<file path="config.mk">
export PLATFORM = sky130hd
export DESIGN_NAME = conf_int_mul_seq_responder_flat
export DESIGN_NICKNAME = d
export VERILOG_FILES = /design/src/rtl/conf_int_mul_seq_responder_if.sv /design/src/rtl/conf_int_mul_seq_responder.sv /design/src/flat_wrapper.sv
export SDC_FILE = /design/constraint.sdc
export NUM_CORES = 1
export LEC_CHECK = 0
export CAP_MARGIN = 20
export CORE_ASPECT_RATIO = 1.2
export CORE_UTILIZATION = 65
export CTS_CLUSTER_SIZE = 12
export DETAILED_ROUTE_END_ITERATION = 7
export DONT_BUFFER_PORTS = 1
export PLACE_DENSITY = 0.9
export SLEW_MARGIN = 25
export SYNTH_ARGS = -nofsm -noshare
export SYNTH_HDL_FRONTEND = slang
export SYNTH_SLANG_ARGS = --single-unit
</file>
<file path="constraint.sdc">
create_clock -name clk -period 11.77 [get_ports clk]
set_input_delay 0.5885 -clock clk [delete_from_list [all_inputs] [get_ports clk]]
set_output_delay 0.5885 -clock clk [all_outputs]
set_load 0.02 [all_outputs]
</file>
<file path="src/rtl/conf_int_mul_seq_responder_if.sv">
// ----------------------------------------------------------------------------
// conf_int_mul_seq_responder_if
// Operand/result bundle between a multiplier vector source/sink and the
// sequential multiplier responder.
//   Operand channel : in_valid, in_ready, a, b, apx_lsb
//   Result channel  : out_valid, out_ready, d
//   Status          : busy
// Modports:
//   master : the driving side (vector source and result sink)
//   slave  : the multiplier itself
// ----------------------------------------------------------------------------
interface conf_int_mul_seq_responder_if #(
  parameter int DATA_PATH_BITWIDTH = 32,
  parameter int APX_W              = 5
);
  logic                          in_valid;
  logic                          in_ready;
  logic [DATA_PATH_BITWIDTH-1:0] a;
  logic [DATA_PATH_BITWIDTH-1:0] b;
  logic [APX_W-1:0]              apx_lsb;
  logic                          out_valid;
  logic                          out_ready;
  logic [DATA_PATH_BITWIDTH-1:0] d;
  logic                          busy;

  modport master (
    output in_valid, a, b, apx_lsb, out_ready,
    input  in_ready, out_valid, d, busy
  );

  modport slave (
    input  in_valid, a, b, apx_lsb, out_ready,
    output in_ready, out_valid, d, busy
  );
endinterface

</file>
<file path="src/rtl/conf_int_mul_seq_responder.sv">
// ----------------------------------------------------------------------------
// conf_int_mul_seq_responder
// Sequential radix-2 shift-add signed multiplier with configurable accuracy.
// One operand pair is accepted at a time. The product is returned on a second
// valid/ready handshake after a fixed OP_BITWIDTH+1 cycle computation.
//
// Ports:
//   clk   : rising-edge clock
//   rst_n : asynchronous active-low reset
//   bus   : slave side of conf_int_mul_seq_responder_if
//           in_valid/in_ready/a/b/apx_lsb : operand pair and approximation
//           out_valid/out_ready/d         : signed product (low bits)
//           busy                          : high while computing or holding
// ----------------------------------------------------------------------------
module conf_int_mul_seq_responder #(
  parameter int OP_BITWIDTH        = 28,
  parameter int DATA_PATH_BITWIDTH = 32,
  parameter int APX_W              = 5
) (
  input  logic                          clk,
  input  logic                          rst_n,
  conf_int_mul_seq_responder_if.slave   bus
);

  // Magnitudes carry one extra bit so |-2^(OP_BITWIDTH-1)| is representable.
  localparam int MAG_W = OP_BITWIDTH + 1;
  // Wide enough for the largest magnitude product: never overflows.
  localparam int ACC_W = 2 * OP_BITWIDTH + 2;
  localparam int CNT_W = $clog2(OP_BITWIDTH + 1);
  localparam int RES_W = ACC_W + DATA_PATH_BITWIDTH;
  localparam logic [CNT_W-1:0] CNT_LAST = CNT_W'(OP_BITWIDTH);

  typedef enum logic [1:0] {
    IDLE,
    BUSY,
    DONE
  } state_t;

  state_t                        state_q, state_d;
  logic [MAG_W-1:0]              a_mag_q, b_mag_q;
  logic                          sign_q;
  logic [ACC_W-1:0]              acc_q;
  logic [CNT_W-1:0]              cnt_q;
  logic [DATA_PATH_BITWIDTH-1:0] d_q;

  // --------------------------------------------------------------------------
  // Operand conditioning at accept: sign-extend from the top significant bit,
  // take magnitudes, then clear the requested number of magnitude LSBs.
  // --------------------------------------------------------------------------
  logic [MAG_W-1:0] a_ext, b_ext;
  logic [MAG_W-1:0] a_abs, b_abs;
  logic [MAG_W-1:0] mag_mask;
  logic             apx_kill;

  assign a_ext    = {bus.a[OP_BITWIDTH-1], bus.a[OP_BITWIDTH-1:0]};
  assign b_ext    = {bus.b[OP_BITWIDTH-1], bus.b[OP_BITWIDTH-1:0]};
  assign a_abs    = a_ext[MAG_W-1] ? -a_ext : a_ext;
  assign b_abs    = b_ext[MAG_W-1] ? -b_ext : b_ext;
  // Any shift at or beyond the operand width wipes the whole magnitude,
  // including the extra bit used only by the most negative value.
  assign apx_kill = int'(bus.apx_lsb) >= OP_BITWIDTH;
  assign mag_mask = apx_kill ? '0 : ({MAG_W{1'b1}} << bus.apx_lsb);

  // Operand bits above the significant width are intentionally ignored.
  generate
    if (OP_BITWIDTH < DATA_PATH_BITWIDTH) begin : g_unused_hi
      logic unused_hi_bits;
      assign unused_hi_bits = ^{bus.a[DATA_PATH_BITWIDTH-1:OP_BITWIDTH],
                                bus.b[DATA_PATH_BITWIDTH-1:OP_BITWIDTH]};
    end
  endgenerate

  // --------------------------------------------------------------------------
  // One shift-add step and the signed, truncated result of the final step.
  // --------------------------------------------------------------------------
  logic [ACC_W-1:0]              addend;
  logic [ACC_W-1:0]              acc_step;
  logic [RES_W-1:0]              res_wide;
  logic [RES_W-1:0]              res_signed;
  logic [DATA_PATH_BITWIDTH-1:0] d_next;

  assign addend     = b_mag_q[cnt_q] ? (ACC_W'(a_mag_q) << cnt_q) : '0;
  assign acc_step   = acc_q + addend;
  // Widen before negating so the truncated result is correctly sign-extended
  // even when the data path is wider than the accumulator.
  assign res_wide   = RES_W'(acc_step);
  assign res_signed = sign_q ? -res_wide : res_wide;
  assign d_next     = res_signed[DATA_PATH_BITWIDTH-1:0];

  // --------------------------------------------------------------------------
  // FSM
  // --------------------------------------------------------------------------
  always_ff @(posedge clk or negedge rst_n) begin
    // NOTE: sequential state uses non-blocking assignments so every register
    // samples pre-edge values regardless of statement order.
    if (!rst_n) state_q <= IDLE;
    else        state_q <= state_d;
  end

  always_comb begin
    // NOTE: defaulting state_d first keeps every path assigned, so no latch.
    state_d = state_q;
    unique case (state_q)
      IDLE: if (bus.in_valid)         state_d = BUSY;
      BUSY: if (cnt_q == CNT_LAST)    state_d = DONE;
      DONE: if (bus.out_ready)        state_d = IDLE;
      default:                        state_d = IDLE;
    endcase
  end

  assign bus.in_ready  = (state_q == IDLE);
  assign bus.out_valid = (state_q == DONE);
  assign bus.busy      = (state_q != IDLE);
  assign bus.d         = d_q;

  // --------------------------------------------------------------------------
  // Datapath registers
  // --------------------------------------------------------------------------
  always_ff @(posedge clk or negedge rst_n) begin
    if (!rst_n) begin
      a_mag_q <= '0;
      b_mag_q <= '0;
      sign_q  <= 1'b0;
      acc_q   <= '0;
      cnt_q   <= '0;
      d_q     <= '0;
    end else begin
      unique case (state_q)
        IDLE: begin
          if (bus.in_valid) begin
            a_mag_q <= a_abs & mag_mask;
            b_mag_q <= b_abs & mag_mask;
            sign_q  <= a_ext[MAG_W-1] ^ b_ext[MAG_W-1];
            acc_q   <= '0;
            cnt_q   <= '0;
          end
        end
        BUSY: begin
          acc_q <= acc_step;
          cnt_q <= cnt_q + CNT_W'(1);
          if (cnt_q == CNT_LAST) d_q <= d_next;
        end
        default: ;  // DONE: everything held until the result is taken
      endcase
    end
  end

endmodule

</file>
<file path="src/flat_wrapper.sv">
// flat-port wrapper written by rule: the top's interface ports become plain ports
module conf_int_mul_seq_responder_flat 
#(
  parameter int OP_BITWIDTH        = 28,
  parameter int DATA_PATH_BITWIDTH = 32,
  parameter int APX_W              = 5
)
  (clk, rst_n, bus_in_valid, bus_a, bus_b, bus_apx_lsb, bus_out_ready, bus_in_ready, bus_out_valid, bus_d, bus_busy);
  conf_int_mul_seq_responder_if #(.DATA_PATH_BITWIDTH(DATA_PATH_BITWIDTH), .APX_W(APX_W)) bus_i ();
  input  logic clk;
  input  logic rst_n;
  input wire logic [$bits(bus_i.in_valid)-1:0] bus_in_valid;
  input wire logic [$bits(bus_i.a)-1:0] bus_a;
  input wire logic [$bits(bus_i.b)-1:0] bus_b;
  input wire logic [$bits(bus_i.apx_lsb)-1:0] bus_apx_lsb;
  input wire logic [$bits(bus_i.out_ready)-1:0] bus_out_ready;
  output wire logic [$bits(bus_i.in_ready)-1:0] bus_in_ready;
  output wire logic [$bits(bus_i.out_valid)-1:0] bus_out_valid;
  output wire logic [$bits(bus_i.d)-1:0] bus_d;
  output wire logic [$bits(bus_i.busy)-1:0] bus_busy;
  assign bus_i.in_valid = bus_in_valid;
  assign bus_i.a = bus_a;
  assign bus_i.b = bus_b;
  assign bus_i.apx_lsb = bus_apx_lsb;
  assign bus_i.out_ready = bus_out_ready;
  assign bus_in_ready = bus_i.in_ready;
  assign bus_out_valid = bus_i.out_valid;
  assign bus_d = bus_i.d;
  assign bus_busy = bus_i.busy;
  conf_int_mul_seq_responder #(.OP_BITWIDTH(OP_BITWIDTH), .DATA_PATH_BITWIDTH(DATA_PATH_BITWIDTH), .APX_W(APX_W)) u_core (.clk(clk), .rst_n(rst_n), .bus(bus_i));
endmodule
</file>
==> out/metrics.cfg, run 1 <==
[floorplanning]
boundaryPins = 108
die_height_um = 141.9
core_um2 = 15770
initial_utilization_pct = 67.20
std_cell_rows = 50
die_x_um = 118.5
dieArea_um2 = 16810

[synthesis]
synthesis.nets = 1432
synth.ff_latch_count = 130
async_flop_share_pct = 100.0
synth-edff-count = 0
sequential_cell_area_fraction_in_the_yosys_report_pct = 30.71
netlist_top_cells_area = sky130_fd_sc_hd__dfrtp_1 31%, sky130_fd_sc_hd__nand2_1 8.9%, sky130_fd_sc_hd__o21ai_0 6.4%
ys_types = 77
cell_count_after_synthesis = 1322
synth_top_cell_by_area = sky130_fd_sc_hd__dfrtp_1
yosysWarnings = 0
ys_top_cells_by_count = 250 x sky130_fd_sc_hd__nand2_1, 136 x sky130_fd_sc_hd__o21ai_0, 130 x sky130_fd_sc_hd__dfrtp_1, 95 x sky130_fd_sc_hd__nor2_1, 74 x sky130_fd_sc_hd__xor2_1
synth_most_common_cell = sky130_fd_sc_hd__nand2_1
synth_top_area_share_pct = 30.71
post_synth.cell_area_avg_um2 = 8.014
synth_ff_type = sky130_fd_sc_hd__dfrtp_1
mappedNetlistArea_um2 = 10590

[power_and_ir_drop]
power.ir.vdd_worst_uv = 129.6
p_per_area_nw_per_um2 = 299.8
leakage_power_total_uw = 0.004729

[route]
drt_drc_violations_left = 0
ant_nets = 0
final_routed_wirelength_across_all_metal_layers_mm = 28.84
firstDrtPassIters = 5
num_vias = 9822
viasPerCell = 6.636
drt_first_iter_violations = 825
route.top_layer_used = met4
met3_wirelength_mm = 1.868
wire_length_the_detailed_router_placed_on_met1_mm = 11.10
met2_wirelength_mm = 14.21
drt-wirelength-per-cell_um = 19.49

[setup_path]
crit_path_end_kind = flop
criticalPathCategory = reg -> reg
r2r_slack_ns = 5.02
cp.arrival_ns = 7.06
path_max_fanout = 42
critical_path.startpoint_type = flop
timing.critical_path.required_ns = 12.08

[timing]
finalMaxSlewViolations = 0
worst_slew_pin_slew_ns = 1.004
fmax_ghz = 0.1482
maxSlewHeadroom_pct = 32.97
fin_skew_ns = 0.006337
timing.setup.tns_ns = 0
final_min_period_ns = 6.750
grt_setup_unrepaired = no
hold_violations = 0
hold_ws_ns = 0.1089
final.period_utilization_pct = 57.35
setup-violations-final = 0

[cells_and_area]
diodes = 0
utilization_pct = 71.00
post_route_cells_drive_above_1_share_pct = 6.997
area_added_between_synthesis_and_finish_pct = 5.657
final_cell_count_no_fill = 1480
finalNetCount = 1371

[grt]
grt_first_pass_wirelength_mm = 45.92
track_usage_pct = 34.79
first_global_vias = 9346
number_of_antenna_violations_at_the_first_check_in_global_routing = 0
maximum_number_of_pins_on_one_net_before_global_route_repair = 131
grt.overflow.total = 0

[hold_path]
worstHoldPathType = in -> async

[clock_tree]
ctsLongestPathBuffers = 2
clock_insertion_delay_at_the_later_pin_of_the_skew_report_ns = 0.44
postCtsResizedCells = 0
htree_num_levels = 4
numCtsBuffers = 17
clock_pin_slew_worst_setup_and_hold_paths_ns = 0.06
clock_tree_from_tritoncts = yes
numClockSinks = 130
cts_root_buf = sky130_fd_sc_hd__clkbuf_16

[outcome]
outcome = finished, final reports clean

[placement]
post-dp-hpwl_mm = 20.94
placedCellCount = 1449
routabilityCongestion = 0.9449
io_buffers = 0

[run]
max_cap_violations = 0

-- logic make-up after synthesis --
| group | after synthesis | share of synthesized area (%) |
|---|---|---|
| xor gates and xnor gates | 105 | 8.681 |
| DFF | 130 | 30.71 |
| muxes | 54 | 7.771 |
| buffers and inverters | 107 | 3.945 |
| adders and majority gates | 37 | 4.441 |
| and+or+nand+nor | 531 | 22.85 |
| AOI/OAI and AO/OA | 358 | 21.60 |
-- final timing paths --
path / start / to / depth (start not counted)
setup / recovery: u_core.cnt_q[0]$_DFFE_PN0P_ / u_core.bus.d[29]$_DFFE_PN0P_ / 17
hold / removal: rst_n / u_core.acc_q[8]$_DFFE_PN0P_ / 1
setup reg to reg: u_core.cnt_q[0]$_DFFE_PN0P_ / u_core.bus.d[29]$_DFFE_PN0P_ / 17
hold reg to reg: u_core.b_mag_q[27]$_DFFE_PN0P_ / u_core.b_mag_q[27]$_DFFE_PN0P_ / 2
max in group asynchronous: rst_n / u_core.sign_q$_DFFE_PN0P_ / 1
min in group clk: bus_out_ready / u_core.state_q[1]$_DFFE_PN0P_ / 1
-- per-stage QoR --
step	cell area [um^2]	power, uW	setup slack (ns)
after CTS	11180	3305	4.730
after global routing	11190	3580	4.309
after global placement	10570	2683	4.947
after floorplan	10590	2323	6.109
final	11190	3355	5.020
after detailed placement	10570	2742	4.803
-- routing by layer --
layer	track usage (%)	vias to the layer above
li1	-	4628
met3	6.230	119
met4	22.78	0
met2	59.71	469
met1	39.96	4606
met5	0	-
-- critical path, cell delays in order (launching register included) --
cell                       delay [ns]
sky130_fd_sc_hd__dfrtp_2         1.00
sky130_fd_sc_hd__clkinv_1        0.77
sky130_fd_sc_hd__nand2_1         0.21
sky130_fd_sc_hd__and3_1          0.18
sky130_fd_sc_hd__a311o_1         0.36
sky130_fd_sc_hd__a21boi_2        0.60
sky130_fd_sc_hd__nor2_1          0.13
sky130_fd_sc_hd__ha_1            0.50
sky130_fd_sc_hd__nand4_1         0.28
sky130_fd_sc_hd__nor4_1          0.48
sky130_fd_sc_hd__nand3_1         0.14
sky130_fd_sc_hd__o211ai_1        0.17
sky130_fd_sc_hd__o21a_1          0.23
sky130_fd_sc_hd__xnor2_1         0.25
sky130_fd_sc_hd__nand3_1         0.23
sky130_fd_sc_hd__nor4_1          0.72
sky130_fd_sc_hd__and4_1          0.34
sky130_fd_sc_hd__a211oi_2        0.05
-- sequential cells by signal, indices dropped and copies added (netlist names) --
name            count
u_core.a_mag_q     29
u_core.state_q      2
u_core.b_mag_q     29
u_core.sign_q       1
u_core.bus.d       32
u_core.cnt_q        5
u_core.acc_q       32
-- placed cells by master (no fill, tap or decap), types with 29 or more instances in the layout --
cell                        n
sky130_fd_sc_hd__nor2_1    95
sky130_fd_sc_hd__o31ai_1   29
sky130_fd_sc_hd__o21ai_0  136
sky130_fd_sc_hd__nand2_1  248
sky130_fd_sc_hd__ha_1      36
sky130_fd_sc_hd__xnor2_1   31
sky130_fd_sc_hd__a21oi_1   54
sky130_fd_sc_hd__nand3_1   53
sky130_fd_sc_hd__xor2_1    74
sky130_fd_sc_hd__dfrtp_1  127
-- cell type report --
type | instances | area (um^2)
Multi-Input combinational cell | 1085 | 6948
Fill cell | 1240 | 4572
Sequential cell | 130 | 3257
Clock buffer | 20 | 446.7
Tap cell | 208 | 260.3
Clock inverter | 10 | 137.6
Inverter | 21 | 78.83
Timing Repair Buffer | 6 | 65.06
-- timing repair --
action | CTS | global route
buffers inserted | 0 | 0
hold buffers | 1 | 0
endpoints found under the hold margin | 130 | 0
-- where the power goes --
part	switching [uW]	internal, uW	leakage [uW]
Sequential	231	618	0.00171
Clock	207	335	0.000282
Combinational	1240	729	0.00274
Note: power is estimated with default switching activity, not from simulation.
==> run 2, diff against run 1 <==
--- a/config.mk
+++ b/config.mk
@@ -5,13 +5,14 @@
 export SDC_FILE = /design/constraint.sdc
 export NUM_CORES = 1
 export LEC_CHECK = 0
+export ABC_AREA = 1
 export CAP_MARGIN = 20
 export CORE_ASPECT_RATIO = 1.2
-export CORE_UTILIZATION = 65
+export CORE_UTILIZATION = 59
 export CTS_CLUSTER_SIZE = 12
 export DETAILED_ROUTE_END_ITERATION = 7
 export DONT_BUFFER_PORTS = 1
-export PLACE_DENSITY = 0.9
+export PLACE_DENSITY = 0.87
 export SLEW_MARGIN = 25
 export SYNTH_ARGS = -nofsm -noshare
 export SYNTH_HDL_FRONTEND = slang
==> constraint.sdc (replaced) <==
create_clock -name clk -period 5.9 [get_ports clk]
set_input_delay 0.295 -clock clk [delete_from_list [all_inputs] [get_ports clk]]
set_output_delay 0.295 -clock clk [all_outputs]
set_load 0.02 [all_outputs]
==> out/metrics.cfg, run 2 <==
[grt]
grt.overflow.total = 0
track_usage_pct = 34.54
first_global_vias = 11560
maximum_number_of_pins_on_one_net_before_global_route_repair = 131
number_of_antenna_violations_at_the_first_check_in_global_routing = 0
grt_first_pass_wirelength_mm = 53.96

[setup_path]
reg2reg_depth = 24
critical_path.startpoint_type = flop
worstReg2RegStart = u_core.cnt_q[0]$_DFFE_PN0P_
criticalPathCategory = reg -> reg
path_max_fanout = 61
timing.critical_path.required_ns = 6.22
r2r_slack_ns = 1.15
cp.arrival_ns = 5.07
regToRegEndpoint = u_core.bus.d[29]$_DFFE_PN0P_
crit_path_end_kind = flop

[timing]
maxSlewHeadroom_pct = 48.54
timing.setup.tns_ns = 0
fin_skew_ns = 0.01723
finalMaxSlewViolations = 0
grt_setup_unrepaired = no
final_min_period_ns = 4.748
setup-violations-final = 0
worst_slew_pin_slew_ns = 0.7719
fmax_ghz = 0.2106
final.period_utilization_pct = 80.47
hold_violations = 0

[cells_and_area]
post_route_cells_drive_above_1_share_pct = 5.510
final_cell_mix = 602 x sky130_fd_sc_hd__nand2_1, 235 x sky130_fd_sc_hd__inv_1, 174 x sky130_fd_sc_hd__o21ai_0
nFillCells = 1786
layout_commonest_cell = sky130_fd_sc_hd__nand2_1
area_occupied_by_multi_input_gates_um2 = 6975
finalNetCount = 1930
seqCellArea_um2 = 3254
utilization_pct = 64.57
diodes = 0
area_added_between_synthesis_and_finish_pct = 7.013

[hold_path]
hp-start = bus_b[17]
worstHoldPathType = in -> reg
min_to = u_core.b_mag_q[17]$_DFFE_PN0P_
hold_path_cells = 3

[power_and_ir_drop]
cellInternalPower_uw = 3550
comb_power_share_pct = 66.5
report.power.total_uw = 8069
clkPwrFrac_pct = 13.1
sequentialPowerShare_pct = 20.4
switch_share_pct = 56.01
power.ir.vdd_worst_uv = 292.7
leakage_power_total_uw = 0.006314
power_switching_uw = 4519
p_per_area_nw_per_um2 = 660.4

[route]
ant_nets = 0
drt_drc_violations_left = 0
drt_first_iter_violations = 1105
firstDrtPassIters = 6
num_vias = 12020
final_routed_wirelength_across_all_metal_layers_mm = 32.86
viasPerCell = 5.754
drt-wirelength-per-cell_um = 15.73

[synthesis]
synth_most_common_cell = sky130_fd_sc_hd__nand2_1
synthesis.nets = 1957
synth.ff_latch_count = 130
sequential_cell_area_fraction_in_the_yosys_report_pct = 28.49
synth-edff-count = 0
ys_top_cells_by_count = 602 x sky130_fd_sc_hd__nand2_1, 235 x sky130_fd_sc_hd__inv_1, 174 x sky130_fd_sc_hd__o21ai_0, 156 x sky130_fd_sc_hd__nor2_1, 138 x sky130_fd_sc_hd__nand3_1
synth_top_area_share_pct = 28.49
netlist_top_cells_area = sky130_fd_sc_hd__dfrtp_1 28%, sky130_fd_sc_hd__nand2_1 20%, sky130_fd_sc_hd__inv_1 7.7%
ys_types = 51
async_flop_share_pct = 100.0
cell_count_after_synthesis = 1847
mappedNetlistArea_um2 = 11420
synth_top_cell_by_area = sky130_fd_sc_hd__dfrtp_1
yosysWarnings = 0
post_synth.cell_area_avg_um2 = 6.182
synth_ff_type = sky130_fd_sc_hd__dfrtp_1

[floorplanning]
die_x_um = 129.0
initial_utilization_pct = 60.34
dieArea_um2 = 19920
boundaryPins = 108
die_height_um = 154.4
std_cell_rows = 55
core_um2 = 18920

[clock_tree]
htree_num_levels = 4
clock_pin_slew_worst_setup_and_hold_paths_ns = 0.06
clock_insertion_delay_at_the_later_pin_of_the_skew_report_ns = 0.44
clock_tree_from_tritoncts = yes
cts_root_buf = sky130_fd_sc_hd__clkbuf_16
postCtsResizedCells = 0
numCtsBuffers = 17
numClockSinks = 130
ctsLongestPathBuffers = 2

[placement]
post-dp-hpwl_mm = 25.10
routabilityCongestion = 0.9893
io_buffers = 0

[outcome]
outcome = finished, final reports clean

[run]
max_cap_violations = 0

## run 2: changes by cell type after synthesis, moves of 34 or more
cell,previous run,this run
sky130_fd_sc_hd__nand3_1,53,138
sky130_fd_sc_hd__o22ai_1,1,35
sky130_fd_sc_hd__nor2_1,95,156
sky130_fd_sc_hd__xor2_1,74,40
sky130_fd_sc_hd__nand2_1,250,602
sky130_fd_sc_hd__inv_1,19,235
sky130_fd_sc_hd__o21ai_0,136,174
## run 2: layout make-up
type                    instances  area share, %
clock buffers                  17          3.481
clock inverters                15          1.188
inverters                     248          7.618
multi-input cells            1404          57.09
flip-flops and latches        130          26.63
well taps                     256          2.621
repair buffers                 19          1.372
## run 2: timing repair
| action | 4_1_cts | 5_1_grt |
|---|---|---|
| hold endpoints to repair | 131 | 0 |
| hold buffers | 3 | 0 |
| setup buffers | 0 | 0 |
## run 2: worst max-delay path, cell delays in order, from the launching register on
cell and delay (ns):
sky130_fd_sc_hd__dfrtp_2 0.57, sky130_fd_sc_hd__buf_4 0.49, sky130_fd_sc_hd__o21ai_0 0.22, sky130_fd_sc_hd__nand2_1 0.08, sky130_fd_sc_hd__o21ai_0 0.12, sky130_fd_sc_hd__nand2_1 0.09
sky130_fd_sc_hd__o21ai_0 0.10, sky130_fd_sc_hd__o21ai_0 0.59, sky130_fd_sc_hd__nor2_1 0.14, sky130_fd_sc_hd__ha_1 0.40, sky130_fd_sc_hd__nand2_1 0.11, sky130_fd_sc_hd__nor2_2 0.15
sky130_fd_sc_hd__inv_1 0.09, sky130_fd_sc_hd__nor3_2 0.18, sky130_fd_sc_hd__nand2_1 0.10, sky130_fd_sc_hd__nand2_1 0.07, sky130_fd_sc_hd__nand2_1 0.05, sky130_fd_sc_hd__nand2_1 0.21
sky130_fd_sc_hd__nand2_1 0.16, sky130_fd_sc_hd__nor2_2 0.17, sky130_fd_sc_hd__nand2_2 0.09, sky130_fd_sc_hd__o21bai_4 0.19, sky130_fd_sc_hd__nand3_1 0.10, sky130_fd_sc_hd__nand3_1 0.09
sky130_fd_sc_hd__nand2_1 0.05
## run 2: metrics by stage
stage / hold WS (ns) / cell area (um^2) / std cells / setup WS [ns]
detailed placement: 0.001999 / 11600 / 2054 / 1.292
CTS: 0.03387 / 12220 / 2089 / 1.278
finish: 0.04279 / 12220 / 2089 / 1.152
global route: 0.04827 / 12220 / 2089 / 0.5318
floorplan: -0.0005911 / 11420 / 1847 / 2.163
global placement: 0.001958 / 11600 / 2054 / 1.407
## run 2: logic make-up (layout without fill, tap and decap cells)
kind of cell / after synthesis / after routing / share of synthesized area, %
buf+inv: 313 / 299 / 10.44
mux: 10 / 10 / 0.8767
xor+xnor: 55 / 55 / 4.219
simple gates: 985 / 985 / 36.48
compound gates: 317 / 317 / 15.37
flops: 130 / 130 / 28.49
fa+ha+maj: 37 / 37 / 4.120
## run 2: how the worst max path moves through the flow
| stage | from | to | cells after the start |
|---|---|---|---|
| detailed placement | u_core.cnt_q[0]$_DFFE_PN0P_ | u_core.bus.d[30]$_DFFE_PN0P_ | 25 |
| global placement | u_core.cnt_q[0]$_DFFE_PN0P_ | u_core.bus.d[25]$_DFFE_PN0P_ | 27 |
| finish | u_core.cnt_q[0]$_DFFE_PN0P_ | u_core.bus.d[29]$_DFFE_PN0P_ | 24 |
| global route | u_core.cnt_q[0]$_DFFE_PN0P_ | u_core.bus.d[29]$_DFFE_PN0P_ | 27 |
| CTS | u_core.cnt_q[0]$_DFFE_PN0P_ | u_core.bus.d[30]$_DFFE_PN0P_ | 25 |
| floorplan | u_core.cnt_q[0]$_DFFE_PN0P_ | u_core.bus.d[27]$_DFFE_PN0P_ | 25 |
## run 2: power by group through the flow
stage / sequential [uW] / combinational [uW] / clock, uW
2_1_floorplan: 1550 / 4070 / 0
3_3_place_gp: 1630 / 5050 / 0
3_5_place_dp: 1650 / 5190 / 0
4_1_cts: 1640 / 5260 / 1060
5_1_grt: 1690 / 6030 / 1100
6_report: 1650 / 5360 / 1060
## run 2: layer usage
metal / track usage, % / part of all wire [%] / vias up
li1: - / - / 5893
met1: 40.05 / 40 / 5501
met2: 59.64 / 49 / 502
met3: 4.670 / 5.8 / 125
met4: 21.90 / 5.6 / 0
met5: 0 / 0 / -
